==> config.mk <==
export PLATFORM = sky130hd
export DESIGN_NAME = mem_byte_sequencer
export DESIGN_NICKNAME = d
export VERILOG_FILES = /design/src/rtl/mem_byte_sequencer.sv
export SDC_FILE = /design/constraint.sdc
export NUM_CORES = 1
export LEC_CHECK = 0
export ABC_CLOCK_PERIOD_IN_PS = 4100
export CAP_MARGIN = 20
export CORE_ASPECT_RATIO = 1.25
export CORE_UTILIZATION = 45
export DETAILED_ROUTE_END_ITERATION = 12
export HOLD_SLACK_MARGIN = 0.08
export MAX_ROUTING_LAYER = met4
export PLACE_DENSITY = 0.84
export SLEW_MARGIN = 20
export SYNTH_ARGS = -nofsm -noshare
export SYNTH_HDL_FRONTEND = slang
export SYNTH_SLANG_ARGS = --single-unit
==> constraint.sdc <==
create_clock -name i_clk -period 4.1 [get_ports i_clk]
set_clock_uncertainty 0.05 [all_clocks]
set_input_delay 0.615 -clock i_clk [delete_from_list [all_inputs] [get_ports i_clk]]
set_output_delay 0.615 -clock i_clk [all_outputs]
set_load 0.03 [all_outputs]
==> src/rtl/mem_byte_sequencer.sv <==
// mem_byte_sequencer: splits one word-sized CPU bus transaction into sequential
// byte accesses to one of NUM_TGT byte-wide targets chosen by an external map.
// Optional watchdog on each byte access is built when MEM_SEQ_TIMEOUT_EN is defined.
module mem_byte_sequencer #(
    parameter int unsigned DATA_W         = 32,
    parameter int unsigned ADDR_W         = 32,
    parameter int unsigned NUM_TGT        = 2,
    parameter int unsigned TIMEOUT_CYCLES = 1024
) (
    input  logic                        i_clk,
    input  logic                        i_rst,
    input  logic [DATA_W-1:0]           i_bus_data,
    input  logic [ADDR_W-1:0]           i_bus_address,
    input  logic                        i_bus_DV,
    input  logic [$clog2(DATA_W/8):0]   i_bhw,
    input  logic                        i_write_notread,
    output logic [DATA_W-1:0]           o_bus_data,
    output logic                        o_bus_DV,
    output logic                        o_bus_err,
    output logic                        o_busy,
    output logic [ADDR_W-1:0]           o_sub_addr,
    output logic [7:0]                  o_sub_wdata,
    output logic                        o_sub_wren,
    output logic [NUM_TGT-1:0]          o_sub_req,
    input  logic [NUM_TGT-1:0]          i_sub_sel,
    input  logic [NUM_TGT*8-1:0]        i_sub_rdata,
    input  logic [NUM_TGT-1:0]          i_sub_done
);

    localparam int unsigned LANES = DATA_W / 8;
    localparam int unsigned CNT_W = $clog2(LANES) + 1;
    localparam int unsigned TGT_W = (NUM_TGT > 1) ? $clog2(NUM_TGT) : 1;

    typedef enum logic [1:0] {
        StIdle,
        StIssue,
        StWait,
        StResp
    } state_e;

    state_e              state_q, state_d;
    logic [DATA_W-1:0]   data_q, data_d;
    logic [ADDR_W-1:0]   addr_q, addr_d;
    logic [CNT_W-1:0]    cnt_q, cnt_d;
    logic [CNT_W-1:0]    lane_q, lane_d;
    logic                wr_q, wr_d;
    logic [TGT_W-1:0]    tgt_q, tgt_d;
    logic [DATA_W-1:0]   rdata_q, rdata_d;
    logic                err_q, err_d;

    logic                sel_onehot;
    logic [TGT_W-1:0]    sel_idx;
    logic                done_hit;
    logic [7:0]          rd_byte;
    logic [CNT_W-1:0]    lane_inc;

`ifdef MEM_SEQ_TIMEOUT_EN
    localparam int unsigned WD_W = $clog2(TIMEOUT_CYCLES + 1);
    logic [WD_W-1:0]     wd_q, wd_d;
    logic [WD_W-1:0]     wd_inc;
    assign wd_inc = wd_q + WD_W'(1);
`else
    logic unused_timeout;
    assign unused_timeout = (TIMEOUT_CYCLES == 0);
`endif

    // Decode the map select: must be exactly one target, and find its index
    always_comb begin
        sel_idx    = '0;
        sel_onehot = (i_sub_sel != '0) &&
                     ((i_sub_sel & (i_sub_sel - NUM_TGT'(1))) == '0);
        for (int t = 0; t < NUM_TGT; t++) begin
            if (i_sub_sel[t]) begin
                sel_idx = TGT_W'(t);
            end
        end
    end

    // Only the latched target's done and read byte are honoured
    always_comb begin
        done_hit = i_sub_done[tgt_q];
        rd_byte  = i_sub_rdata[{tgt_q, 3'b000} +: 8];
        lane_inc = lane_q + CNT_W'(1);
    end

    // Next-state logic for the transfer sequencer
    always_comb begin
        state_d = state_q;
        data_d  = data_q;
        addr_d  = addr_q;
        cnt_d   = cnt_q;
        lane_d  = lane_q;
        wr_d    = wr_q;
        tgt_d   = tgt_q;
        rdata_d = rdata_q;
        err_d   = err_q;
`ifdef MEM_SEQ_TIMEOUT_EN
        wd_d    = wd_q;
`endif
        unique case (state_q)
            StIdle: begin
                if (i_bus_DV) begin
                    data_d  = i_bus_data;
                    addr_d  = i_bus_address;
                    cnt_d   = i_bhw;
                    wr_d    = i_write_notread;
                    lane_d  = '0;
                    rdata_d = '0;
                    err_d   = 1'b0;
                    if (i_bhw == '0) begin
                        state_d = StResp;
                    end else if (i_bhw > CNT_W'(LANES)) begin
                        err_d   = 1'b1;
                        state_d = StResp;
                    end else begin
                        state_d = StIssue;
                    end
                end
            end
            StIssue: begin
                if (!sel_onehot) begin
                    // Unmapped or ambiguous byte aborts with no request issued
                    err_d   = 1'b1;
                    state_d = StResp;
                end else begin
                    tgt_d   = sel_idx;
                    state_d = StWait;
`ifdef MEM_SEQ_TIMEOUT_EN
                    wd_d    = '0;
`endif
                end
            end
            StWait: begin
                if (done_hit) begin
                    if (!wr_q) begin
                        rdata_d[{lane_q, 3'b000} +: 8] = rd_byte;
                    end
                    lane_d  = lane_inc;
                    state_d = (lane_inc == cnt_q) ? StResp : StIssue;
                end
`ifdef MEM_SEQ_TIMEOUT_EN
                else if (wd_inc == WD_W'(TIMEOUT_CYCLES)) begin
                    err_d   = 1'b1;
                    state_d = StResp;
                end else begin
                    wd_d = wd_inc;
                end
`endif
            end
            StResp: begin
                state_d = StIdle;
            end
            default: begin
                state_d = StIdle;
            end
        endcase
    end

    // State and datapath registers, synchronous active-high reset
    always_ff @(posedge i_clk) begin
        if (i_rst) begin
            state_q <= StIdle;
            data_q  <= '0;
            addr_q  <= '0;
            cnt_q   <= '0;
            lane_q  <= '0;
            wr_q    <= 1'b0;
            tgt_q   <= '0;
            rdata_q <= '0;
            err_q   <= 1'b0;
`ifdef MEM_SEQ_TIMEOUT_EN
            wd_q    <= '0;
`endif
        end else begin
            state_q <= state_d;
            data_q  <= data_d;
            addr_q  <= addr_d;
            cnt_q   <= cnt_d;
            lane_q  <= lane_d;
            wr_q    <= wr_d;
            tgt_q   <= tgt_d;
            rdata_q <= rdata_d;
            err_q   <= err_d;
`ifdef MEM_SEQ_TIMEOUT_EN
            wd_q    <= wd_d;
`endif
        end
    end

    // Outputs decode from registered state; forced low while reset is asserted
    always_comb begin
        o_busy      = 1'b0;
        o_bus_DV    = 1'b0;
        o_bus_err   = 1'b0;
        o_bus_data  = '0;
        o_sub_addr  = '0;
        o_sub_wdata = '0;
        o_sub_wren  = 1'b0;
        o_sub_req   = '0;
        if (!i_rst) begin
            o_busy     = (state_q != StIdle);
            o_sub_addr = addr_q + ADDR_W'(lane_q);
            if (state_q == StResp) begin
                o_bus_DV   = 1'b1;
                o_bus_err  = err_q;
                o_bus_data = wr_q ? data_q : rdata_q;
            end
            // lane_q is always below the count in these states, so the slice is in range
            if (state_q == StIssue || state_q == StWait) begin
                o_sub_wdata = data_q[{lane_q, 3'b000} +: 8];
                o_sub_wren  = wr_q;
            end
            if (state_q == StIssue && sel_onehot) begin
                o_sub_req = i_sub_sel;
            end
        end
    end

endmodule

* After elaboration in Yosys (flattened, before gate mapping) *
Cells that the tools add are included.

word-level totals
  flip-flop bits (word level) = 107
  bits of input ports = 91
  output and inout bits = 78
  word-level logic and storage cells = 82

operators by class
  $add $sub $neg = 4
  $lt $le $gt $ge = 2
  eq/ne operators = 8
  shifts and indexed selects = 4
  muxes and demuxes = 38
  bitwise operators = 1
  reduce and logical (&&, ||, !) cells = 16

operators with widths
  kind                                                   count
  2-to-1 mux 32 bit                                      7
  one-hot mux 32 bit (2 select lines)                    1
  adder 32 x 3 -> 32 bit                                 1
  bitwise mux 32 bit                                     1
  variable shift 8 x 8 -> 32 bit (first input constant)  1
  variable part select 32 x 7 -> 8 bit                   1
  variable part select 8 x 8 -> 32 bit                   1
  2-to-1 mux 8 bit                                       2
  variable part select 16 x 5 -> 8 bit                   1
  2-to-1 mux 1 bit                                       15
  2-to-1 mux 2 bit                                       7
  inequality test 2 bit (second input constant)          4
  negator 6 -> 8 bit                                     1
  one-hot mux 2 bit (4 select lines)                     1
  nonzero test 2 bit                                     4
  2-to-1 mux 3 bit                                       2
  one-hot mux 3 bit (2 select lines)                     1
  AND reduction 2 bit                                    3
  AND reduction 3 bit                                    2
  equality test 2 bit (second input constant)            2
  zero test 2 bit                                        2
  AND reduction 4 bit                                    1
  adder 3 x 1 -> 3 bit (second input constant)           1
  equality test 3 bit                                    1
  9 further kinds                                        10

* Longest topological paths before layout *
  word-level depth = 7
  depth in mapped cells = 9
  gate-level depth less buffers = 7

* Worst setup path after synthesis *
Ideal clock, no wire load.

  path type = reg-to-output
  start point = reg lane_q[1]
  end point = out o_sub_addr[26]
  data arrival time = 2.836 ns
  data required time = 3.435 ns
  path slack = 0.599 ns
  cell stages (with the launch flop) = 9
  buffers on the path = 2
  path through = dfxtp_1 > clkbuf_1 > inv_1 > fa_1 > nor2b_1 > o21ai_0 > clkbuf_1 > or4_1 > a21oi_1

on the way
  word-level cells in the longest chain between the ends = 2

ends and longest elaborated chain
  what                    RTL line  RTL
  start, declared         45        logic [CNT_W-1:0] lane_q, lane_d;
  start signal, assigned  179       lane_q <= lane_d;
  adder 32 x 3 -> 32 bit  202       o_sub_addr = addr_q + ADDR_W'(lane_q);
  2-to-1 mux 32 bit       200       if (!i_rst) begin
  end, declared           21        output logic [ADDR_W-1:0] o_sub_addr,

No other way between the ends.

* Final worst setup path *
  start point = reg lane_q[0]
  end point = out o_sub_addr[20]

Same word-level chain as after synthesis.

==> impl_metrics.tcl <==
set metrics [dict create \
    grt_pass1_wl_um 27460 \
    critPathKind "reg -> out" \
    synth_top_area_frac 0.3608 \
    final_core_util 0.6259 \
    cts-hold-fix-buffers 0 \
    p_leak_nw 2.770 \
    post_cts_buffers 0 \
    max_cap_viol_count 0 \
    rsz0062_at_grt "false" \
    fmax_mhz 266.3 \
    h-tree-depth 3 \
    slew_headroom 0.3378 \
    period_minus_slack_ns 3.755 \
    grt_pass1_vias 5449 \
    dpl_cell_area_sq_mm 0.007712 \
    critPathMaxStageDelay_ns 0.68 \
    avgSynthCellArea_sq_um 7.592 \
    rr_endpoint "rdata_q[11]" \
    start_util 0.4646 \
    worstHoldStart "rdata_q[30]" \
    placement.io_buffers 168 \
    pin_count 169 \
    synth_area_sq_mm 0.005937 \
    yosys-top-cells-area "dfxtp_1 (36%), nand2_1 (12%), mux2i_1 (8.4%)" \
    ys.flop_type "dfxtp_1" \
    vias 6020 \
    cp-end-kind "primary output" \
    numClockSinks 107 \
    dp_hpwl_um 12630 \
    fin_nets 1030 \
    synth_top_cell_by_area "dfxtp_1" \
    final_hold_viol_count 0 \
    wl_per_cell_um 15.74 \
    grt_max_degree 51 \
    insertion_delay_ns 0.34 \
    fin_hold_ws_ns 0.4097 \
    finalSetupViolCount 0 \
    synth_nets 889 \
    track_usage 0.2596 \
    final_area_sq_mm 0.007998 \
    cts-buffers-inserted 9 \
    start_kind "flip-flop" \
    ys.warnings.count 0 \
    grt-ovfl-total 0 \
    layout-drive-gt1-share 0.09375 \
    synth-seq-area-share 0.3608 \
    critPathBufInv 3 \
    drc 0 \
    cts_max_path_buffers 2 \
    synth_cells 782 \
    ir_drop_mv 0.1968 \
    vias_per_cell 5.493 \
    diodes 0 \
    stdcell_count 1096 \
    dp.cells 1080 \
    ctsResizeCount 0 \
    async_flop_share 0 \
    fin_tns_setup_ns 0 \
    worst_hold_path.endpoint "rdata_q[30]" \
    drt-total-wl_um 17250 \
    worstPathCellList "ha_1, inv_1, fa_1, nor2b_1, o21ai_1, buf_4, or3_1, a21oi_1, clkdlybuf4s50_1" \
    r2r_slack_ns 1.27 \
    first_iter_violations 432 \
    synth_enable_flop_cells 0 \
    ant_nets 0 \
    slowest_stage "clkdlybuf4s50_1" \
    required_ns 3.43 \
    die_y_um 130.4 \
    yosysUniqueCellTypes 46 \
    area_growth_pct 34.71 \
    ys_ff_latch 107 \
    tightest_slew_ns 0.9858 \
    drt_first_pass_iters 4 \
    gp_congestion 0.8654 \
    core.rowCount 46 \
    fin_crit_sh 0.9159 \
    die_w_um 104.7 \
    timing.rr.start "lane_q[0]" \
    holdPathStages 2 \
    crit_family "buffers and inverters" \
    root_buffer "clkbuf_16" \
    slew_viol_final 0 \
    core_area_sq_mm 0.01278 \
    tritoncts "built" \
    die_area_sq_mm 0.01366 \
    antenna_found_initial 0 \
    r2r_cells 8 \
    crit_fanout 20 \
    cp.arrival_ns 3.09 \
    clkTransAtPathRegs_ns 0.07 \
    power_density_mw_per_mm2 438.5 \
    run_status "finished, final reports clean" \
    hp-class "reg -> reg" \
]
cell usage in the layout (no fill, tap or decap), types with 2 or more instances in the layout:
| cell type | n |
|---|---|
| clkdlybuf4s50_1 | 126 |
| a211oi_1 | 4 |
| and3_1 | 6 |
| a221oi_1 | 3 |
| a21oi_1 | 92 |
| nor3_1 | 3 |
| mux2i_1 | 50 |
| nand4b_1 | 3 |
| o31ai_1 | 16 |
| ha_1 | 15 |
| nand2_1 | 194 |
| nand3_1 | 36 |
| a21o_1 | 2 |
| clkbuf_16 | 9 |
| xnor2_1 | 7 |
| o31a_1 | 2 |
| buf_4 | 52 |
| dfxtp_1 | 106 |
| o21ai_1 | 2 |
| mux4_2 | 8 |
| o211ai_1 | 2 |
| xor2_1 | 7 |
| o21ai_0 | 33 |
| nor2b_1 | 13 |
| nor2_1 | 59 |
| or3_1 | 2 |
| buf_12 | 6 |
| or4_1 | 15 |
| nand4_1 | 5 |
| nor4_1 | 3 |
| nand3b_1 | 3 |
| inv_1 | 14 |
| and4_1 | 4 |
| nor4b_1 | 3 |
| inv_6 | 4 |
| o21a_1 | 2 |
stage by stage:
step                      worst slack, ns  total power, mW
after floorplan                    0.5988            2.220
after global placement             0.7629            2.647
after detailed placement           0.7222            2.673
after CTS                          0.3322            3.512
after global routing              0.09255            3.697
final                              0.3450            3.507
worst register-to-register path, cell delays in order, from the launching register on:
cell     delay (ns)
dfxtp_1        0.35
buf_4          0.29
inv_1          0.16
ha_1           0.23
ha_1           0.35
nand2_1        0.11
nor3_1         0.83
nand3_1        0.21
o21ai_0        0.16
power by group:
| group | internal, mW | switching [mW] | leakage [nW] |
|---|---|---|---|
| Combinational | 0.526 | 0.808 | 1.76 |
| Clock | 0.426 | 0.415 | 0.141 |
| Sequential | 1.18 | 0.153 | 0.872 |
| Total | 2.13 | 1.38 | 2.77 |
cell usage after synthesis, types with 2 or more instances:
cell type / count
and3_1: 6
nor3_1: 3
and2_1: 2
mux2i_1: 50
nand4b_1: 3
o211ai_1: 2
xor2_1: 7
nand2_1: 195
ha_1: 15
nor4b_1: 3
buf_1: 10
nor2b_1: 13
nand3_1: 36
o31a_1: 2
nand4_1: 5
or4_1: 15
nor4_1: 3
mux4_2: 8
nor2_1: 59
a221oi_1: 3
o21a_1: 2
a21o_1: 2
o21ai_0: 34
a211oi_1: 4
xnor2_1: 7
dfxtp_1: 107
o31ai_1: 16
clkbuf_1: 42
a21oi_1: 92
inv_1: 14
nand3b_1: 3
or3_1: 2
and4_1: 4
logic make-up after synthesis:
| kind of cell | after synthesis | share of synthesized area |
|---|---|---|
| AO/OA/AOI/OAI | 162 | 0.1530 |
| AND/OR/NAND/NOR | 357 | 0.2714 |
| flip-flops | 107 | 0.3608 |
| buffers and inverters | 68 | 0.04447 |
| XOR/XNOR | 14 | 0.02065 |
| adder cells (fa/ha/maj) | 16 | 0.03498 |
| multiplexers | 58 | 0.1146 |
layout make-up:
cell class,instances,area (sq um)
clock inverter,6,56.30
multi-input combinational,607,3535
timing repair buffer,184,1772
fill,1151,4780
sequential,107,2143
tap,168,210.2
inverter,14,52.55
clock buffer,10,229.0
metal layers:
metal,up-vias,share of wire,global-route usage
met4,0,0.021,0.09279
met3,33,0.063,0.03274
li1,2995,-,-
met1,2766,0.41,0.3100
met5,-,0,-
met2,226,0.50,0.4527
how the worst max path moves through the flow:
| stage | start | endpoint | slack [ns] | cells after the start |
|---|---|---|---|---|
| after floorplan | lane_q[1] | o_sub_addr[26] | 0.60 | 8 |
| after global placement | addr_q[0] | o_sub_addr[20] | 0.76 | 9 |
| after detailed placement | lane_q[0] | o_sub_addr[20] | 0.72 | 9 |
| after CTS | lane_q[0] | o_sub_addr[20] | 0.33 | 9 |
| after global routing | lane_q[0] | o_sub_addr[18] | 0.09 | 9 |
| final | lane_q[0] | o_sub_addr[20] | 0.34 | 9 |
state kept, by name, indices dropped and copies added (netlist names):
register  count
err_q         1
wr_q          1
tgt_q         1
rdata_q      32
data_q       32
addr_q       32
cnt_q         3
lane_q        3
state_q       2
(Power assumes the default switching activity.)
